[src/rtl/uart_receive.sv]
`default_nettype none
// ============================================================================
// Module   : uart_receive
// Purpose  : 8N1 UART receiver with 2-flop input synchronizer, start-glitch
//            rejection, framing-error detection and break (held-low) handling.
// Options  : define UART_RX_MAJORITY_VOTE_EN for 2-of-3 majority sampling.
// Revision : 1.0  initial release
// ============================================================================
module uart_receive #(
    parameter int INPUT_CLOCK_FREQ = 100_000_000,
    parameter int BAUD_RATE        = 9600
) (
    input  logic       clk_in,
    input  logic       rst_n_in,
    input  logic       rx_wire_in,
    output logic [7:0] data_byte_out,
    output logic       new_data_out,
    output logic       framing_error_out,
    output logic       busy_out
);

    localparam int c_P     = INPUT_CLOCK_FREQ / BAUD_RATE;
    localparam int c_H     = c_P / 2;
    localparam int c_CNT_W = (c_P > 1) ? $clog2(c_P) : 1;

    localparam logic [c_CNT_W-1:0] c_CNT_MAX = c_CNT_W'(c_P - 1);
    localparam logic [c_CNT_W-1:0] c_CNT_ONE = c_CNT_W'(1);

`ifdef UART_RX_MAJORITY_VOTE_EN
    // Decisions land one count after the nominal point; the free-running
    // modulo-P count keeps every later decision exactly P cycles apart.
    localparam logic [c_CNT_W-1:0] c_START_DEC  = c_CNT_W'(c_H);
    localparam logic [c_CNT_W-1:0] c_BIT_DEC    = c_CNT_W'(0);
    localparam logic [c_CNT_W-1:0] c_RESTART    = c_CNT_W'(1);
    localparam logic [c_CNT_W-1:0] c_START_CAP0 = c_CNT_W'(c_H - 2);
    localparam logic [c_CNT_W-1:0] c_START_CAP1 = c_CNT_W'(c_H - 1);
    localparam logic [c_CNT_W-1:0] c_BIT_CAP0   = c_CNT_W'(c_P - 2);
    localparam logic [c_CNT_W-1:0] c_BIT_CAP1   = c_CNT_W'(c_P - 1);
`else
    localparam logic [c_CNT_W-1:0] c_START_DEC  = c_CNT_W'(c_H - 1);
    localparam logic [c_CNT_W-1:0] c_BIT_DEC    = c_CNT_W'(c_P - 1);
    localparam logic [c_CNT_W-1:0] c_RESTART    = c_CNT_W'(0);
`endif

    typedef enum logic [2:0] {
        ST_IDLE      = 3'd0,
        ST_START     = 3'd1,
        ST_DATA      = 3'd2,
        ST_STOP      = 3'd3,
        ST_WAIT_HIGH = 3'd4
    } state_t;

    state_t               r_state;
    state_t               w_state_next;
    logic                 r_rx_meta;
    logic                 r_rx_sync;
    logic [c_CNT_W-1:0]   r_cnt;
    logic [c_CNT_W-1:0]   w_cnt_next;
    logic [2:0]           r_bit_idx;
    logic [7:0]           r_shift;
    logic [7:0]           r_data;
    logic                 r_new_data;
    logic                 r_ferr;
    logic                 w_sample;
    logic                 w_dec;
    logic                 w_load;
    logic                 w_ferr;

    always_ff @(posedge clk_in or negedge rst_n_in) begin
        if (!rst_n_in) begin
            r_rx_meta <= 1'b1;
            r_rx_sync <= 1'b1;
        end else begin
            r_rx_meta <= rx_wire_in;
            r_rx_sync <= r_rx_meta;
        end
    end

`ifdef UART_RX_MAJORITY_VOTE_EN
    logic r_vote0;
    logic r_vote1;

    always_ff @(posedge clk_in or negedge rst_n_in) begin
        if (!rst_n_in) begin
            r_vote0 <= 1'b1;
            r_vote1 <= 1'b1;
        end else if (r_state == ST_START) begin
            if (r_cnt == c_START_CAP0) r_vote0 <= r_rx_sync;
            if (r_cnt == c_START_CAP1) r_vote1 <= r_rx_sync;
        end else if (r_state == ST_DATA || r_state == ST_STOP) begin
            if (r_cnt == c_BIT_CAP0) r_vote0 <= r_rx_sync;
            if (r_cnt == c_BIT_CAP1) r_vote1 <= r_rx_sync;
        end
    end

    assign w_sample = (r_vote0 & r_vote1) | (r_vote0 & r_rx_sync) | (r_vote1 & r_rx_sync);
`else
    assign w_sample = r_rx_sync;
`endif

    always_comb begin
        w_dec = 1'b0;
        case (r_state)
            ST_START: w_dec = (r_cnt == c_START_DEC);
            ST_DATA,
            ST_STOP:  w_dec = (r_cnt == c_BIT_DEC);
            default:  w_dec = 1'b0;
        endcase
    end

    always_comb begin
        w_state_next = r_state;
        w_cnt_next   = '0;
        w_load       = 1'b0;
        w_ferr       = 1'b0;
        case (r_state)
            ST_IDLE: begin
                // The cycle rx is first seen low is count 0.
                if (!r_rx_sync) begin
                    w_state_next = ST_START;
                    w_cnt_next   = c_CNT_ONE;
                end
            end
            ST_START: begin
                w_cnt_next = r_cnt + c_CNT_ONE;
                if (w_dec) begin
                    w_cnt_next   = c_RESTART;
                    w_state_next = w_sample ? ST_IDLE : ST_DATA;
                end
            end
            ST_DATA: begin
                w_cnt_next = (r_cnt == c_CNT_MAX) ? '0 : r_cnt + c_CNT_ONE;
                if (w_dec && r_bit_idx == 3'd7) begin
                    w_state_next = ST_STOP;
                end
            end
            ST_STOP: begin
                w_cnt_next = (r_cnt == c_CNT_MAX) ? '0 : r_cnt + c_CNT_ONE;
                if (w_dec) begin
                    w_cnt_next   = '0;
                    w_load       = w_sample;
                    w_ferr       = ~w_sample;
                    w_state_next = w_sample ? ST_IDLE : ST_WAIT_HIGH;
                end
            end
            ST_WAIT_HIGH: begin
                if (r_rx_sync) begin
                    w_state_next = ST_IDLE;
                end
            end
            default: begin
                w_state_next = ST_IDLE;
            end
        endcase
    end

    always_ff @(posedge clk_in or negedge rst_n_in) begin
        if (!rst_n_in) begin
            r_state    <= ST_IDLE;
            r_cnt      <= '0;
            r_bit_idx  <= 3'd0;
            r_shift    <= 8'h00;
            r_data     <= 8'h00;
            r_new_data <= 1'b0;
            r_ferr     <= 1'b0;
        end else begin
            r_state    <= w_state_next;
            r_cnt      <= w_cnt_next;
            r_new_data <= w_load;
            r_ferr     <= w_ferr;
            if (r_state == ST_START && w_dec) begin
                r_bit_idx <= 3'd0;
            end else if (r_state == ST_DATA && w_dec) begin
                r_shift   <= {w_sample, r_shift[7:1]};
                r_bit_idx <= r_bit_idx + 3'd1;
            end
            if (w_load) begin
                r_data <= r_shift;
            end
        end
    end

    assign data_byte_out     = r_data;
    assign new_data_out      = r_new_data;
    assign framing_error_out = r_ferr;
    assign busy_out          = (r_state != ST_IDLE);

endmodule
`default_nettype wire

[config.mk]
export PLATFORM = sky130hd
export DESIGN_NAME = uart_receive
export DESIGN_NICKNAME = d
export VERILOG_FILES = /design/src/rtl/uart_receive.sv
export SDC_FILE = /design/constraint.sdc
export NUM_CORES = 1
export LEC_CHECK = 0
export BUFFER_PORTS_ARGS = -buffer_cell sky130_fd_sc_hd__buf_4
export CAP_MARGIN = 10
export CORE_MARGIN = 5
export CORE_UTILIZATION = 35
export CTS_BUF_LIST = sky130_fd_sc_hd__clkbuf_16
export CTS_CLUSTER_DIAMETER = 150
export DETAILED_ROUTE_END_ITERATION = 8
export GPL_TIMING_DRIVEN = 0
export SLEW_MARGIN = 25
export SYNTH_ARGS = -nofsm -noshare
export SYNTH_HDL_FRONTEND = slang
export SYNTH_SLANG_ARGS = --single-unit
[constraint.sdc]
create_clock -name clk_in -period 2.1 [get_ports clk_in]
set_input_delay 0.21 -clock clk_in [delete_from_list [all_inputs] [get_ports clk_in]]
set_output_delay 0.21 -clock clk_in [all_outputs]
set_load 0.05 [all_outputs]
==> results.md <==
- Max FO, Critical Path: 8
- CTS tree: yes
- Crit path max-delay family: simple AND/OR/NAND/NOR gates
- Reg area: 1010 um^2
- Crit Path Class: reg -> reg
- Cell taking the most area after synthesis: dfrtp_1
- Share of cells above drive strength 1: 0.353
- Pwr Density: 684 nW/um^2
- Largest net degree at the start of global routing: 41
- Area grow syn2layout: 29.3%
- Starting Density: 0.365
- Initial DRT Pass Iterations: 4
- Outcome: finished, violations left
- Leakage: 1.11 nW
- Reg-to-Reg End: data_byte_out[4]
- Total global-route track usage: 0.120
- Worst Skew: 0.00287 ns
- Vias/cell: 4.91
- Clock sinks: 40
- Most common cell in the netlist: dfrtp_1
- Vias: 1331
- Rows: 26
- Syn Nets: 174
- Fin. Hold Viols: 0
- DR WL/cell: 13.9 um
- Top-area cell type share of the netlist area: 0.504
- Setup Total Neg Slack: -0.855 ns
- Final instance area: 2440 um^2
- Final period utilization: 1.05
- Antenna Diode Count: 0
- Asr flop ratio synth: 1.00
- Die Ht: 83.4 um
- Max-Cap Viols: 0
- Peak Freq: 456 MHz
- CTS Buffer Depth: 2
- Min-Delay Path Class: in -> reg
- Initial DRC count: 56
- Final WS setup: -0.0953 ns
- Pre-CTS WS: -0.232 ns
- Placed cell area: 2080 um^2
- Area contributors post-synth: dfrtp_1 50%, mux2_2 10%, xnor2_1 4.6%
- RSZ-0062 raised after global routing: true
- Synthesized instance count: 168
- Post-DRT Antenna Nets: 0
- Worst setup path endpoint: data_byte_out[4]
- Slew Viols, Final: 0
- Total grt overflow: 0
- Depth of the most critical reg-to-reg path: 4
- Worst-path clk slew: 0.06 ns
- Post-synthesis register bit count: 40
- CP max stage delay: 0.58 ns
- Sequential-to-total area share from yosys stat: 0.532
- Post-synth top flop: dfrtp_1
- Drt total wl: 3770 um
- Post-synth EDFFs: 0
- Core box area: 5170 um^2
- Gpl congestion: 0.772
- Max H-tree Level: 2
- Clock latency on the worst-skew pair: 0.28 ns
- CP startpoint: r_cnt[9]
- # DRC: 0
- Worst EP arrival: 2.36 ns
- Failing checks: negative setup slack
- Final hold slack: 0.0314 ns
- Die width: 83.4 um
- Number of port buffers: 13
- Worst path depth: 4
- Critical path, cell by cell: or4b_4 > or4_4 > nor2_8 > mux2_4
- Die Area: 6960 um^2
- FF-to-FF Start: r_cnt[9]
- Vias in the first global route: 1392
- I/O pins: 14
- Tightest Pin Transition: 0.498 ns
- Slowest stage cell, crit path: or4_4
- Avg Inst Size Synth: 11.2 um^2
- Worst VDD drop: 0.493 mV
- Post-layout nets: 206
- Num CTS Buffers: 5
- Req. time, crit path: 2.27 ns
- Mapped cell area: 1890 um^2
- # setup viols final: 17
- CTS Root Buffer Type: clkbuf_16
- Kind of start point of the critical path: flip-flop
- Pwr Total: 1.67 mW
- Initial antenna violation count: 0
- Multi-input gate area: 921 um^2
- Crit path capture type: flip-flop
- First-pass GRT wire length: 6820 um
- Yosys Warn Count: 0
- Commonest cells in the synthesized netlist: 38 x dfrtp_1, 21 x nor2_1, 17 x mux2_2
- HPWL after detailed placement: 2400 um
- R2R Setup Slk: -0.1 ns
- Max_slew headroom: 0.668
- Crit path time final: 2.20 ns
- Distinct cells, synth: 41
- Number of fill cells in the layout: 476
- Bufs and invs on worst path: 0
-- power breakdown --
| part | leakage (nW) | switching [mW] | internal (mW) | total [mW] |
|---|---|---|---|---|
| sequential | 0.525 | 0.00214 | 0.774 | 0.776 |
| clock | 0.0804 | 0.310 | 0.564 | 0.874 |
| combinational | 0.501 | 0.0149 | 0.00389 | 0.0188 |
-- per-stage QoR --
stage                     instances   util
after detailed placement        251  0.402
final                           271  0.472
after CTS                       266  0.456
after floorplan                 168      -
after global routing            271  0.472
after global placement          251  0.402
-- placed cells by master (no fill, tap or decap), drive strengths merged, types with 3 or more instances in the layout --
cell | netlist | routed
dfrtp | 38 | 38
buf | 1 | 27
nor2 | 22 | 22
mux2 | 17 | 17
xnor2 | 10 | 10
nand3 | 9 | 9
nand2 | 8 | 8
inv | 7 | 8
nand4 | 7 | 7
clkbuf | 4 | 7
nor3 | 5 | 5
o21ai | 3 | 3
ha | 3 | 3
-- kinds of logic (layout without fill, tap and decap cells) --
group,after synthesis,in the layout,share of synthesized area
compound gates,14,14,0.0550
mux,17,17,0.101
buf+inv,12,45,0.0265
fa+ha+maj,3,3,0.0199
simple gates,70,70,0.210
xor+xnor,12,12,0.0557
flops,40,40,0.532
-- worst min-delay path by stage --
stage          startpoint                to  cells past startpoint
3_5_place_dp     rst_n_in        r_shift[4]                      1
3_3_place_gp     rst_n_in  data_byte_out[4]                      1
5_1_grt        rx_wire_in         r_rx_meta                      1
4_1_cts        rx_wire_in         r_rx_meta                      1
2_1_floorplan    rst_n_in  data_byte_out[0]                      0
6_report       rx_wire_in         r_rx_meta                      1
-- sequential cells by signal, summed over array words and instances, names as in the netlist --
name and cells:
data_byte_out 8, framing_error_out 1, new_data_out 1, r_bit_idx 3
r_cnt 14, r_rx_meta 1, r_rx_sync 1, r_shift 8
r_state 3
-- layout make-up --
cell class	count	area share
tap	70	0.0359
timing repair buffer	27	0.0856
buffer	3	0.00615
inverter	7	0.0108
sequential	40	0.414
multi-input combinational	116	0.377
clock buffer	5	0.0513
clock inverter	3	0.0190
-- worst register-to-register path, stage by stage (launching register included) --
cell and delay, ns:
dfrtp_2 0.41, or4b_4 0.53, or4_4 0.58, nor2_8 0.23, mux2_4 0.33
-- layer usage --
metal / share of wire / routed length, um / GRT usage / up-vias
li1: - / - / - / 661
met1: 0.49 / 1860 / 0.163 / 651
met2: 0.46 / 1740 / 0.183 / 13
met3: 0.021 / 79 / 0.0257 / 6
met4: 0.023 / 85 / 0.0570 / 0
met5: 0 / 0 / 0 / -
-- what timing repair did --
item | in CTS | in global routing
hold buffers | 1 | 0
hold endpoints to repair | 38 | 0
pin swaps | 3 | 8
cloned | 0 | 0
endpoints found under the setup margin | 30 | 31
gates resized for setup | 19 | 8
buffers inserted | 8 | 5
No activity file was read; power rests on OpenSTA's default activity.
